`src/rtl/dut_host_master.sv`:
```
// Host master for the OR-combiner: writes operands a/b, polls status, reads the OR result, returns it on rsp.
// Latency: rsp_valid on the 7th edge counting the accept edge when unstalled; stalls on status/rdy bits and holds rsp until rsp_ready. Optional POLL_Y timeout: DUT_HOST_MASTER_TIMEOUT_EN.
module dut_host_master #(
    parameter int POLL_LIMIT = 1023
) (
    input  logic       CLK,
    input  logic       RST,
    input  logic       cmd_valid,
    output logic       cmd_ready,
    input  logic [7:0] cmd_a,
    input  logic [7:0] cmd_b,
    output logic       rsp_valid,
    input  logic       rsp_ready,
    output logic [7:0] rsp_data,
    output logic       rsp_err,
    output logic [2:0] write_address,
    output logic [7:0] write_data,
    output logic       write_en,
    input  logic       write_rdy,
    output logic [2:0] read_address,
    output logic       read_en,
    input  logic [7:0] read_data,
    input  logic       read_rdy,
    output logic [7:0] txn_count
);

    typedef enum logic [2:0] {
        IDLE,
        POLL_A,
        WR_A,
        POLL_B,
        WR_B,
        POLL_Y,
        RD_Y,
        RSP
    } state_t;

    localparam logic [2:0] ADDR_STAT_A = 3'd0;
    localparam logic [2:0] ADDR_STAT_B = 3'd1;
    localparam logic [2:0] ADDR_STAT_Y = 3'd2;
    localparam logic [2:0] ADDR_Y      = 3'd3;
    localparam logic [2:0] ADDR_A      = 3'd4;
    localparam logic [2:0] ADDR_B      = 3'd5;

    state_t     state_q, state_d;
    logic [7:0] a_q, a_d;
    logic [7:0] b_q, b_d;
    logic [7:0] rsp_data_q, rsp_data_d;
    logic [7:0] txn_count_q, txn_count_d;

    logic       cmd_ready_q, cmd_ready_d;
    logic       rsp_valid_q, rsp_valid_d;
    logic [2:0] write_address_q, write_address_d;
    logic [7:0] write_data_q, write_data_d;
    logic       write_en_q, write_en_d;
    logic [2:0] read_address_q, read_address_d;
    logic       read_en_q, read_en_d;

`ifdef DUT_HOST_MASTER_TIMEOUT_EN
    localparam int TMO_W = $clog2(POLL_LIMIT + 1);
    localparam logic [TMO_W-1:0] TMO_LAST = TMO_W'(POLL_LIMIT - 1);

    logic             rsp_err_q, rsp_err_d;
    logic [TMO_W-1:0] tmo_q, tmo_d;
`else
    logic unused_poll_limit;
    assign unused_poll_limit = |POLL_LIMIT;
`endif

    always_comb begin
        state_d     = state_q;
        a_d         = a_q;
        b_d         = b_q;
        rsp_data_d  = rsp_data_q;
        txn_count_d = txn_count_q;
`ifdef DUT_HOST_MASTER_TIMEOUT_EN
        rsp_err_d   = rsp_err_q;
        tmo_d       = tmo_q;
`endif
        case (state_q)
            IDLE: begin
                if (cmd_valid && cmd_ready_q) begin
                    a_d     = cmd_a;
                    b_d     = cmd_b;
                    state_d = POLL_A;
                end
            end
            POLL_A: begin
                if (read_rdy && read_data[0]) begin
                    state_d = WR_A;
                end
            end
            WR_A: begin
                if (write_rdy) begin
                    state_d = POLL_B;
                end
            end
            POLL_B: begin
                if (read_rdy && read_data[0]) begin
                    state_d = WR_B;
                end
            end
            WR_B: begin
                if (write_rdy) begin
                    state_d = POLL_Y;
`ifdef DUT_HOST_MASTER_TIMEOUT_EN
                    tmo_d   = '0;
`endif
                end
            end
            POLL_Y: begin
                if (read_rdy && read_data[0]) begin
                    state_d = RD_Y;
                end
`ifdef DUT_HOST_MASTER_TIMEOUT_EN
                // Result readiness wins over an expiring count in the same cycle.
                else if (tmo_q == TMO_LAST) begin
                    state_d    = RSP;
                    rsp_data_d = 8'h00;
                    rsp_err_d  = 1'b1;
                end else begin
                    tmo_d = tmo_q + TMO_W'(1);
                end
`endif
            end
            RD_Y: begin
                if (read_rdy) begin
                    rsp_data_d = read_data;
                    state_d    = RSP;
                end
            end
            RSP: begin
                if (rsp_ready) begin
                    txn_count_d = txn_count_q + 8'd1;
                    rsp_data_d  = 8'h00;
`ifdef DUT_HOST_MASTER_TIMEOUT_EN
                    rsp_err_d   = 1'b0;
`endif
                    state_d     = IDLE;
                end
            end
            default: state_d = IDLE;
        endcase
    end

    // Outputs are decoded from the next state and registered, so they line up with state_q.
    always_comb begin
        cmd_ready_d     = (state_d == IDLE);
        rsp_valid_d     = (state_d == RSP);
        write_en_d      = 1'b0;
        write_address_d = 3'd0;
        write_data_d    = 8'h00;
        read_en_d       = 1'b0;
        read_address_d  = 3'd0;
        case (state_d)
            POLL_A: begin
                read_en_d      = 1'b1;
                read_address_d = ADDR_STAT_A;
            end
            WR_A: begin
                write_en_d      = 1'b1;
                write_address_d = ADDR_A;
                write_data_d    = a_d;
            end
            POLL_B: begin
                read_en_d      = 1'b1;
                read_address_d = ADDR_STAT_B;
            end
            WR_B: begin
                write_en_d      = 1'b1;
                write_address_d = ADDR_B;
                write_data_d    = b_d;
            end
            POLL_Y: begin
                read_en_d      = 1'b1;
                read_address_d = ADDR_STAT_Y;
            end
            RD_Y: begin
                read_en_d      = 1'b1;
                read_address_d = ADDR_Y;
            end
            default: ;
        endcase
    end

    always_ff @(posedge CLK) begin
        if (RST) begin
            state_q         <= IDLE;
            a_q             <= 8'h00;
            b_q             <= 8'h00;
            rsp_data_q      <= 8'h00;
            txn_count_q     <= 8'h00;
            cmd_ready_q     <= 1'b1;
            rsp_valid_q     <= 1'b0;
            write_address_q <= 3'd0;
            write_data_q    <= 8'h00;
            write_en_q      <= 1'b0;
            read_address_q  <= 3'd0;
            read_en_q       <= 1'b0;
`ifdef DUT_HOST_MASTER_TIMEOUT_EN
            rsp_err_q       <= 1'b0;
            tmo_q           <= '0;
`endif
        end else begin
            state_q         <= state_d;
            a_q             <= a_d;
            b_q             <= b_d;
            rsp_data_q      <= rsp_data_d;
            txn_count_q     <= txn_count_d;
            cmd_ready_q     <= cmd_ready_d;
            rsp_valid_q     <= rsp_valid_d;
            write_address_q <= write_address_d;
            write_data_q    <= write_data_d;
            write_en_q      <= write_en_d;
            read_address_q  <= read_address_d;
            read_en_q       <= read_en_d;
`ifdef DUT_HOST_MASTER_TIMEOUT_EN
            rsp_err_q       <= rsp_err_d;
            tmo_q           <= tmo_d;
`endif
        end
    end

    assign cmd_ready     = cmd_ready_q;
    assign rsp_valid     = rsp_valid_q;
    assign rsp_data      = rsp_data_q;
    assign write_address = write_address_q;
    assign write_data    = write_data_q;
    assign write_en      = write_en_q;
    assign read_address  = read_address_q;
    assign read_en       = read_en_q;
    assign txn_count     = txn_count_q;
`ifdef DUT_HOST_MASTER_TIMEOUT_EN
    assign rsp_err       = rsp_err_q;
`else
    assign rsp_err       = 1'b0;
`endif

endmodule

```
`config.mk`:
```
export PLATFORM = sky130hd
export DESIGN_NAME = dut_host_master
export DESIGN_NICKNAME = d
export VERILOG_FILES = /design/src/rtl/dut_host_master.sv
export SDC_FILE = /design/constraint.sdc
export NUM_CORES = 1
export LEC_CHECK = 0
export CAP_MARGIN = 20
export CELL_PAD_IN_SITES_DETAIL_PLACEMENT = 2
export CELL_PAD_IN_SITES_GLOBAL_PLACEMENT = 2
export CORE_AREA = 2 2 126 67
export CTS_CLUSTER_SIZE = 16
export DETAILED_ROUTE_END_ITERATION = 8
export DIE_AREA = 0 0 128 69
export MAX_ROUTING_LAYER = met4
export PLACE_DENSITY = 0.83
export SKIP_CTS_REPAIR_TIMING = 1
export SLEW_MARGIN = 20
export SYNTH_ARGS = -nofsm -noshare
export SYNTH_HDL_FRONTEND = slang
export SYNTH_SLANG_ARGS = --single-unit
export TNS_END_PERCENT = 5
```
`constraint.sdc`:
```
create_clock -name CLK -period 1.98 [get_ports CLK]
set_clock_uncertainty 0.05 [all_clocks]
set_input_delay 0.396 -clock CLK [delete_from_list [all_inputs] [get_ports CLK]]
set_output_delay 0.396 -clock CLK [all_outputs]
set_load 0.01 [all_outputs]
```
# ---- Yosys cells after proc, flatten, opt, wreduce, memory -nomap -nowiden
# Index checks and enable logic that the tools add are counted.
dict set report word_totals {
  reg_bits 53
  inputBits 30
  wordCells 59
}
dict set report op_classes {
  add_sub_neg 1
  mux 21
  eq_ne 16
  n_reduce_logical 9
}
# operator count
set op_table {}
lappend op_table {{$mux 8} 6}
lappend op_table {{$pmux 8 s2} 2}
lappend op_table {{$eq 3x3->1 const B} 8}
lappend op_table {{$mux 3} 8}
lappend op_table {{$pmux 3 s8} 1}
lappend op_table {{$eq 3x2->1 const B} 4}
lappend op_table {{$add 8x1->8 const B} 1}
lappend op_table {{$eq 3x1->1 const B} 2}
lappend op_table {{$logic_not 3->1} 2}
lappend op_table {{$pmux 2 s3} 1}
lappend op_table {{$pmux 3 s2} 1}
lappend op_table {{$ne 2x2->1 const B} 2}
lappend op_table {{$reduce_or 4->1} 1}
lappend op_table {{$reduce_and 3->1} 1}
lappend op_table {{$logic_and 1x1->1} 2}
lappend op_table {{$mux 1} 2}
lappend op_table {{$reduce_and 2->1} 1}
lappend op_table {{$reduce_bool 2->1} 1}
lappend op_table {{$reduce_or 2->1} 1}

# ---- Depth between registers and ports, before layout
dict set report logic_depth {
  depth_word 6
  ltp_mapped 6
  mapped_depth_nobuf 5
}

# ---- Worst setup path after synthesis
# OpenSTA, ideal clock, no wires.
dict set report synth_path {
  kind {reg-to-reg}
  start {register state_q[0]}
  end {register write_data_q[0] (netlist: write_data[0])}
  stages_incl_launch_ff 7
  arrival_time_ns 1.462
  slack_ns 0.341
  n_path_buf 3
  path_cell_list {dfxtp_1 buf_6 or4_4 buf_6 buf_12 mux2i_1 o22ai_1}
}
dict set report synth_between {
  elab_chain_len 4
  elab_cells_between_ends 22
  classes_between {9 x eq/ne; 12 x mux; 1 x reduce/logical}
}
# item line_no
set synth_lines {}
lappend synth_lines {{start: declaration} 45} ;# state_t state_q, state_d;
lappend synth_lines {{start signal: assignment} 205} ;# state_q <= state_d;
lappend synth_lines {{$eq 3x3->1, or another cell as far along} 80} ;# case (state_q)
lappend synth_lines {{$pmux 3 s8} 80}
lappend synth_lines {{$eq 3x3->1 / $eq 3x2->1 (equally long branches)} 155} ;# case (state_d)
lappend synth_lines {{$pmux 8 s2 *} 155}
lappend synth_lines {{end signal: assignment} 213} ;# write_data_q <= write_data_d;
lappend synth_lines {{end: declaration} 54} ;# logic [7:0] write_data_q, write_data_d;
# Every way passes the cells marked *; elsewhere a longest branch is shown, timed or not.
# A chain may end at the register's enable or synchronous reset.

# ---- Final worst setup path
dict set report layout_path {
  start {input rsp_ready}
  end {register read_address_q[0] (netlist: read_address[0])}
}
dict set report layout_between {
  elab_chain_len 4
  elab_cells_between_ends 6
  classes_between {3 x eq/ne; 3 x mux}
}
# item line_no
set layout_lines {}
lappend layout_lines {{start: declaration} 13} ;# input logic rsp_ready,
lappend layout_lines {{$mux 3 *} 133} ;# if (rsp_ready) begin
lappend layout_lines {{$pmux 3 s8 *} 80}
lappend layout_lines {{$eq 3x3->1 / $eq 3x2->1 (equally long branches)} 155}
lappend layout_lines {{$pmux 2 s3 *} 155}
lappend layout_lines {{end signal: assignment} 215} ;# read_address_q <= read_address_d;
lappend layout_lines {{end: declaration} 56} ;# logic [2:0] read_address_q, read_address_d;
# Marked as above.

==> impl_metrics.toml <==
[pwr]
pwr_density_cell_nw_per_um2 = 773.1
vdd_drop_max_mv = 0.3534
p_leak_nw = 1.110
design_power_total_w = 0.002179

[worst_setup_path]
max_stage_delay_ns = 0.56
cp_data_arrival_time_ns = 1.95
crit_path_cell_trace = "clkdlybuf4s50_1, nand4_2, o21ai_0, a2bb2oi_4, buf_4, xnor2_1, nor3_1"
crit_required_ns = 2.08
cp-start-kind = "input pin"
cp_top_family = "buffers and inverters"
endpoint_kind = "flip-flop"
crit_fanout = 7
critPathBufInv = 2
critical_path_class = "in2reg"
cp_slowest_cell = "clkdlybuf4s50_1"

[routing]
dr.pass1.iters = 4
drt_wl_total_um = 5977
ant_nets = 0
drt_iter0_drc = 64
wl_per_cell_um = 16.33
route.detailed.drc = 0
num_vias = 1674
viasPerCell = 4.574

[cells_and_area]
fillCellCount = 839
syn_to_final_growth_pct = 45.64
layout_common_cells = "clkdlybuf4s50_1, dfxtp_1, nor2_1, mux2i_1, nand2_1"
seq_area_sq_um = 1001
antennaDiodeCount = 0
fin_util_pct = 36.55
final_common_cell = "clkdlybuf4s50_1"
final_layout_size_suffix_gt1_share_pct = 9.774
stdcell_count = 366
fin_nets = 297
multi_input_area_sq_um = 844.6

[job]
drv_cap = 0

[status]
status = "finished clean"

[die]
dieHeight_um = 69
core-area_sq_um = 7712
ios = 65
die_w_um = 128
initial_utilization_pct = 25.10
num_rows = 23
die_area_sq_um = 8832

[global_routing]
grt_max_degree = 34
grt_first_pass_wirelength_um = 9687
grt_overflow_total = 0
grt_usage_pct = 14.64
grt_pass1_vias = 1848
antenna_found_initial = 0

[sta]
rsz0062_at_grt = "false"
setup-violations-final = 0
min_period_ns = 1.845
drv_slew = 0
fmax_mhz = 542.1
timing.slew.headroom_pct = 65.72
finalHoldViolations = 0
min_period_over_period_pct = 93.17
tightest_slew_ns = 0.5088

[synthesis]
synth_area_per_cell_sq_um = 9.727
ys_warn_count = 0
netlist_area_sq_um = 1936
ys_ff_latch = 50
ys_seq_area_share_pct = 51.71
syn_inst = 199
ys_types = 36

[clock_network]
clockRootBuffer = "clkbuf_16"
cts_buffers = 5
clockBufferDepth = 2
cts_max_level = 2
clkLatencyLatePin_ns = 0.28
clock_sinks = 50
cts_tree = "yes"
path_clk_slew_ns = 0.07

[placed_design]
portBuffers = 61
dp_cells = 359
gp_congestion = 0.7581
dp_hpwl_um = 4469

[worst_hold_path]
min_path_type = "reg2reg"
==> worst reg2reg max path, stage by stage, from the launching register on <==
cell,delay (ns)
dfxtp_1,0.56
nand4_2,0.15
o21ai_0,0.18
a2bb2oi_4,0.28
buf_4,0.21
xnor2_1,0.13
nor3_1,0.06
==> flip-flops by register name, summed over array words and instances (netlist names) <==
| signal | count |
|---|---|
| state_q | 3 |
| write_en | 1 |
| txn_count | 8 |
| write_data | 8 |
| read_address | 2 |
| cmd_ready | 1 |
| a_q | 8 |
| write_address | 1 |
| read_en | 1 |
| rsp_valid | 1 |
| b_q | 8 |
| rsp_data | 8 |
==> layer usage <==
layer / part of all wire [%] / vias to the layer above / wire [um] / track usage, %
met5: 0 / - / 0 / -
li1: - / 811 / - / -
met2: 44 / 46 / 2659 / 22.82
met3: 5.4 / 3 / 323 / 3.882
met4: 0.27 / 0 / 16 / 1.832
met1: 50 / 814 / 2978 / 19.70
==> area by class of cell <==
cell class / count / share of cell area (%)
sequential: 50 / 35.51
multi-input combinational: 133 / 29.96
timing repair buffer: 73 / 24.86
clock buffer: 6 / 4.572
tap: 100 / 4.439
inverter: 3 / 0.3995
clock inverter: 1 / 0.2663
==> worst paths after layout <==
| kind | start | end | slack (ns) | depth (start not counted) |
|---|---|---|---|---|
| setup / recovery | rsp_ready | read_address[0] | 0.14 | 7 |
| hold / removal | rsp_data[4] | rsp_data[4] | 0.44 | 2 |
| setup reg to reg | state_q[2] | read_address[0] | 0.23 | 6 |
| hold reg to reg | rsp_data[4] | rsp_data[4] | 0.44 | 2 |
==> cells by family after synthesis <==
family                     after synthesis  synth area share [%]
and+or+nand+nor                         73                 18.16
DFF                                     50                 51.71
AOI/OAI and AO/OA                       30                 10.34
buffers and inverters                   18                 6.141
muxes                                   16                 8.274
xor gates and xnor gates                10                 4.525
adders and majority gates                1                0.6463
other                                    1                0.1937
==> power by group <==
group	switching [W]	internal (W)	total (W)	leakage (nW)
Combinational	0.000147	0.000157	0.000304	0.641
Sequential	0.0000202	0.00105	0.00107	0.406
Clock	0.000347	0.000462	0.000809	0.0629
==> synthesized netlist by cell type (all sizes together) <==
cell type	n	area [sq um]
nand3b	1	11.26
xor2	7	61.31
o22ai	9	62.56
nand4	3	25.02
mux2i	16	160.2
nand2	15	56.30
xnor2	3	26.28
nor2	30	112.6
buf	11	92.59
a22oi	1	7.510
clkbuf	4	15.01
nand2b	1	6.260
inv	3	11.26
and4b	1	10.01
nand4b	1	8.760
nand3	13	70.07
ha	1	12.51
a31o	1	8.760
or4	1	11.26
a2bb2oi	1	26.28
nor3	4	20.02
o21bai	1	7.510
o21ai	3	15.01
a21oi	13	65.06
o21a	1	7.510
dfxtp	50	1001
conb	1	3.750
and3	2	12.51
nor3b	1	7.510
==> per-stage QoR <==
stage | setup TNS, ns | area [sq um] | hold slack (ns) | setup WS [ns]
2_1_floorplan | 0 | 1943 | 0.4098 | 0.3413
3_3_place_gp | -2.353 | 2661 | 0.4050 | -0.1703
3_5_place_dp | -4.091 | 2661 | 0.4317 | -0.2340
4_1_cts | 0 | 2798 | 0.4412 | 0.06800
5_1_grt | 0 | 2819 | 0.4626 | 0.003294
6_report | 0 | 2819 | 0.4363 | 0.1353
Power figures use the tool's default switching activity.
